**config.mk**
```make
export PLATFORM = sky130hd
export DESIGN_NAME = c2c_bus_shim
export DESIGN_NICKNAME = d
export VERILOG_FILES = /design/src/rtl/c2c_bus_shim.sv
export SDC_FILE = /design/constraint.sdc
export NUM_CORES = 1
export LEC_CHECK = 0
export ABC_CLOCK_PERIOD_IN_PS = 3500
export CAP_MARGIN = 40
export CORE_MARGIN = 5
export CORE_UTILIZATION = 30
export DETAILED_ROUTE_END_ITERATION = 6
export PLACE_DENSITY_LB_ADDON = 0.3
export SYNTH_ARGS = -nofsm -noshare
export SYNTH_HDL_FRONTEND = slang
export SYNTH_SLANG_ARGS = --single-unit
```
**constraint.sdc**
```tcl
create_clock -name clk -period 3.5 [get_ports clk]
set_clock_uncertainty 0.05 [all_clocks]
set_input_delay 0.7 -clock clk [delete_from_list [all_inputs] [get_ports clk]]
set_output_delay 0.7 -clock clk [all_outputs]
set_load 0.005 [all_outputs]
```
**src/rtl/c2c_bus_shim.sv**
```systemverilog
// Registered request/response slice between a core bus master and a slave.
// Tracks one transaction at a time, with optional timeout and statistics.
module c2c_bus_shim #(
    parameter int                XLEN     = 32,
    parameter int                TIMEOUT  = 0,
    parameter logic [XLEN-1:0]   ERR_DATA = XLEN'(32'hDEAD_BEEF),
    parameter int                COUNT_W  = 32
) (
    input  logic                 clk,
    input  logic                 reset,
    input  logic                 m_re,
    input  logic                 m_we,
    input  logic [XLEN/8-1:0]    m_sel,
    input  logic [XLEN-1:0]      m_addr,
    input  logic [XLEN-1:0]      m_data_w,
    output logic                 m_ack,
    output logic [XLEN-1:0]      m_data_r,
    output logic                 m_err,
    output logic                 s_re,
    output logic                 s_we,
    output logic [XLEN/8-1:0]    s_sel,
    output logic [XLEN-1:0]      s_addr,
    output logic [XLEN-1:0]      s_data_w,
    input  logic                 s_ack,
    input  logic [XLEN-1:0]      s_data_r,
    output logic                 busy,
    output logic [COUNT_W-1:0]   txn_count,
    output logic [COUNT_W-1:0]   timeout_count
);

    localparam int WAIT_W = (TIMEOUT > 1) ? $clog2(TIMEOUT) : 1;
    localparam logic [WAIT_W-1:0] WAIT_LAST =
        WAIT_W'((TIMEOUT > 0) ? TIMEOUT - 1 : 0);

    typedef enum logic [1:0] {
        IDLE  = 2'd0,
        ISSUE = 2'd1,
        RESP  = 2'd2
    } state_e;

    state_e              state_q, state_d;
    logic                busy_q, busy_d;
    logic                s_re_q, s_re_d;
    logic                s_we_q, s_we_d;
    logic [XLEN/8-1:0]   sel_q, sel_d;
    logic [XLEN-1:0]     addr_q, addr_d;
    logic [XLEN-1:0]     wdata_q, wdata_d;
    logic [WAIT_W-1:0]   wait_q, wait_d;
    logic                ack_q, ack_d;
    logic [XLEN-1:0]     rdata_q, rdata_d;
    logic                err_q, err_d;
    logic [COUNT_W-1:0]  txn_q, txn_d;
    logic [COUNT_W-1:0]  to_q, to_d;

    always_ff @(posedge clk) begin
        if (reset) begin
            state_q <= IDLE;
            busy_q  <= 1'b0;
            s_re_q  <= 1'b0;
            s_we_q  <= 1'b0;
            sel_q   <= '0;
            addr_q  <= '0;
            wdata_q <= '0;
            wait_q  <= '0;
            ack_q   <= 1'b0;
            rdata_q <= '0;
            err_q   <= 1'b0;
            txn_q   <= '0;
            to_q    <= '0;
        end else begin
            state_q <= state_d;
            busy_q  <= busy_d;
            s_re_q  <= s_re_d;
            s_we_q  <= s_we_d;
            sel_q   <= sel_d;
            addr_q  <= addr_d;
            wdata_q <= wdata_d;
            wait_q  <= wait_d;
            ack_q   <= ack_d;
            rdata_q <= rdata_d;
            err_q   <= err_d;
            txn_q   <= txn_d;
            to_q    <= to_d;
        end
    end

    always_comb begin
        state_d = state_q;
        s_re_d  = s_re_q;
        s_we_d  = s_we_q;
        sel_d   = sel_q;
        addr_d  = addr_q;
        wdata_d = wdata_q;
        wait_d  = wait_q;
        ack_d   = 1'b0;
        rdata_d = rdata_q;
        err_d   = err_q;
        txn_d   = txn_q;
        to_d    = to_q;

        unique case (state_q)
            IDLE: begin
                if (m_re | m_we) begin
                    // write wins when both strobes are raised
                    s_we_d  = m_we;
                    s_re_d  = m_re & ~m_we;
                    sel_d   = m_sel;
                    addr_d  = m_addr;
                    wdata_d = m_data_w;
                    wait_d  = '0;
                    state_d = ISSUE;
                end
            end
            ISSUE: begin
                wait_d = wait_q + WAIT_W'(1);
                if (s_ack) begin
                    rdata_d = s_re_q ? s_data_r : '0;
                    err_d   = 1'b0;
                end else if (TIMEOUT != 0 && wait_q == WAIT_LAST) begin
                    rdata_d = s_re_q ? ERR_DATA : '0;
                    err_d   = 1'b1;
                    if (to_q != '1) to_d = to_q + COUNT_W'(1);
                end
                if (s_ack || (TIMEOUT != 0 && wait_q == WAIT_LAST)) begin
                    s_re_d  = 1'b0;
                    s_we_d  = 1'b0;
                    ack_d   = 1'b1;
                    state_d = RESP;
                    if (txn_q != '1) txn_d = txn_q + COUNT_W'(1);
                end
            end
            RESP: state_d = IDLE;
            default: state_d = IDLE;
        endcase

        busy_d = (state_d != IDLE);
    end

    assign m_ack         = ack_q;
    assign m_data_r      = rdata_q;
    assign m_err         = err_q;
    assign s_re          = s_re_q;
    assign s_we          = s_we_q;
    assign s_sel         = sel_q;
    assign s_addr        = addr_q;
    assign s_data_w      = wdata_q;
    assign busy          = busy_q;
    assign txn_count     = txn_q;
    assign timeout_count = to_q;

endmodule
```
==> results list <==
- Buffers inserted during clock tree synthesis total 17.
* Number of antenna violations at the first check in global routing: 0
- Min Tclk post-route: 2440 ps
* Worst skew pair latency: 410 ps
- Summed over all instances, the cell type with the most area after synthesis is dfxtp_1.
- Number of setup violations in the final report: 0
- In this run, distinct cell masters in the synthesized netlist total 50.
- EDFF count, synth: 0
- Once layout is done, the placed cells without fillers occupy 8500 sq um.
* Maximum number of pins on one net before global-route repair: 69
- The final layout contains routed wiring with a total length of 16.1 mm.
- Starting density of the core: 30.4%
- Top layer used by detailed routing: met4
- The flow ran to the end, and the final reports show no timing, DRC or antenna violations.
* Final hold vios: 0
* Primary flip-flop cell chosen by synthesis mapping: dfxtp_1
- Leakage power of the design: 0.00316 uW
- The number of antenna diodes in the final layout is 0.
- Antenna Nets Post-Route: 0
* Post-synthesis instance total: 628
- Setup total negative slack on the finished layout was measured at 0 ps.
- Post-CTS Setup Repair Bufs: 0
- Synthesis Warnings: 0
- The number of global-route vias before repair was 4,716.
- Cell area after placement: 7910 sq um
- The first global-routing pass estimated 24.9 mm of wire.
- TritonCTS built the clock tree.
* Max IR drop VDD: 331 uV
- Number of nets in the finished design: 958
- Total via count in the routed design: 4,969
* Arrival @ worst endpoint: 2680 ps
* Depth of the CTS H-tree: 4
- Across the run, the number of max-cap violations was 0.
* RSZ-0062 raised after global routing: no
- Of the synthesized area, sequential elements account for 50.7%.
- After the first detailed-routing iteration, the DRC count stood at 246.
- Die height: 145 um
- Layout-stage area growth over the synthesis result: 56.0%
* Pre-CTS setup slack: 710 ps
* Clock tree sinks: 138
* Wire length per cell after detailed routing: 14.7 um
- Critical Path Slowest Stage Cell: o31a_1
- For this design the ratio of total power to cell area is 466 nW/um^2.
- Post-route total power: 3970 uW
- # hold bufs at CTS: 0
- Total of buffers placed on input and output ports: 240
- Routed wl met2: 7.50 mm
* Row Count: 49
- Filler Cell Count: 1,730
- Static timing analysis puts the maximum clock frequency at 0.410 GHz.
* Part of the cycle the worst path needs: 69.6%
- DIE AREA: 21,000 sq um
- In the global route stage, overall resource usage came out at 15.0%.
- The worst setup path is captured at a flip-flop.
- Worst setup path class: flip-flop to flip-flop
* Fraction of layout cells with a size suffix above 1: 5.78%
* Ranking of synthesized cells by area: dfxtp_1 51%, nand2_1 10%, a21oi_1 7.0%
- Max_slew headroom: 55.0%
- Root cell of the clock tree: clkbuf_16
- Clock-pin slew was measured on the worst setup and hold paths at 60 ps.
- For this run, the detailed router's first-pass iteration total came to 4.
- STA puts the critical path data required time at 3750 ps.
- The die is 145 um wide.
- The number of gates resized after CTS was 0.
- 274 I/O pins were placed.
- The worst path meets setup with 1060 ps of slack.
* Fraction of registers with async set or reset after synthesis: 0%
- Met3 wire length: 1.59 mm
- After synthesis the netlist holds a flip-flop and latch count of 138.
* Area of the core: 17,900 sq um
- Largest fanout on the critical path: 9
* Cells traversed along the worst timing path: ha_1, and3_1, nand3_1, o31a_1, nand4_1, mux2_1
- At the pin with the least slew margin, the transition time is 675 ps.
- Worst path max stage delay: 500 ps
- CTS Buffer Depth: 2
* Global-route congestion overflow total: 0
* Critical Path Start Type: flip-flop
* Post-synthesis instance area: 5450 sq um
* Path class of the lowest-slack min-delay path: flip-flop to flip-flop
* Mean number of vias per cell: 4.54
- A synthesized cell averages 8.68 sq um.
* Detailed-route wire length on metal 1: 6.67 mm
- The synthesized design devotes to its leading area cell type 50.7% of total area.
* DRC violations left: 0
- Number of pins with negative max-slew slack in the final report: 0
- The wire-length estimate of the detail-placed layout is 11.2 mm.
- At the end of routability-driven placement, the weighted congestion stood at 0.793.
## final timing paths
| check | end | start | slack [ps] | depth (start not counted) |
|---|---|---|---|---|
| max | txn_count[3]$_SDFFE_PP0P_ | txn_count[0]$_SDFFE_PP0P_ | 1060 | 6 |
| min | s_addr[12]$_SDFFE_PP0P_ | s_addr[12]$_SDFFE_PP0P_ | 400 | 2 |
| max reg2reg | txn_count[3]$_SDFFE_PP0P_ | txn_count[0]$_SDFFE_PP0P_ | 1060 | 6 |
| min reg2reg | s_addr[12]$_SDFFE_PP0P_ | s_addr[12]$_SDFFE_PP0P_ | 400 | 2 |
## cells in the final DEF (no fill, tap or decap), types with 2 or more instances in the layout
master | Yosys | final
nand4_1 | 17 | 17
a31o_1 | 2 | 2
xor2_1 | 4 | 4
conb_1 | 1 | 33
clkdlybuf4s50_1 | 0 | 239
and3_1 | 4 | 4
nand2_1 | 147 | 147
nor3_1 | 2 | 2
mux2_2 | 2 | 2
o21ai_0 | 2 | 2
a211oi_1 | 5 | 5
dfxtp_1 | 138 | 138
clkbuf_16 | 0 | 17
inv_1 | 5 | 5
buf_4 | 33 | 5
nor2b_1 | 8 | 8
xnor2_1 | 15 | 15
nor4_1 | 4 | 4
a2111oi_0 | 3 | 3
buf_12 | 0 | 2
nor2_1 | 44 | 43
nand2b_1 | 3 | 3
and4_1 | 3 | 3
a22o_1 | 32 | 32
bufinv_16 | 0 | 2
nor4b_1 | 2 | 2
mux2_1 | 5 | 5
inv_6 | 0 | 2
o211a_1 | 2 | 2
clkinvlp_4 | 0 | 6
clkinv_4 | 0 | 2
a21oi_1 | 76 | 76
nand3_1 | 9 | 9
a31o_2 | 2 | 2
## through the flow
step	hold slack, ps	std cells	util [%]
CTS	404	1094	47.5
floorplan	403	660	-
detailed placement	396	1062	44.2
finish	401	1094	47.5
global placement	391	1062	44.2
global route	419	1094	47.5
## layout make-up
| type | instances | area [sq um] | area share [%] |
|---|---|---|---|
| Clock buffer | 19 | 443 | 5.21 |
| Tap cell | 229 | 287 | 3.37 |
| Clock inverter | 13 | 145 | 1.71 |
| Multi-Input combinational cell | 444 | 2380 | 27.9 |
| Sequential cell | 138 | 2760 | 32.5 |
| Inverter | 5 | 18.8 | 0.221 |
| Timing Repair Buffer | 246 | 2470 | 29.1 |
## synthesized netlist by cell type (8+ instances only)
master and instances:
nor2_1 44, a21oi_1 76, nand2_1 147, nand3_1 9, nor2b_1 8, a22o_1 32
buf_1 8, nand4_1 17, clkbuf_1 27, dfxtp_1 138, xnor2_1 15, buf_4 33
## state kept, by name (all words and copies together), names as in the netlist
signal,cells
s_data_w,32
state_q,2
m_data_r,32
busy,1
txn_count,32
s_sel,4
m_ack,1
s_addr,32
s_re,1
s_we,1
## cell families after synthesis
family	after synthesis	share of synthesized area [%]
AND/OR/NAND/NOR	251	20.4
multiplexers	9	1.91
flip-flops	138	50.7
adder cells (fa/ha/maj)	1	0.230
other	1	0.0688
XOR/XNOR	19	3.05
AO/OA/AOI/OAI	131	15.5
buffers and inverters	78	8.20
## critical path: cells and delay by family, from the launching register on
family / cells / cell delay [ps]
compound gates: 1 / 500
fa+ha+maj: 1 / 360
flops: 1 / 430
mux: 1 / 320
simple gates: 3 / 660
## routing by layer
metal	track usage [%]	vias up
li1	-	2521
met1	18.4	2264
met2	22.9	167
met3	7.10	17
met4	5.35	0
met5	0	-
## power by group
group	total [uW]	switching [uW]	internal [uW]
combinational	496	215	281
sequential	1680	38.2	1640
clock	1790	715	1070
Power figures use the tool's default switching activity.
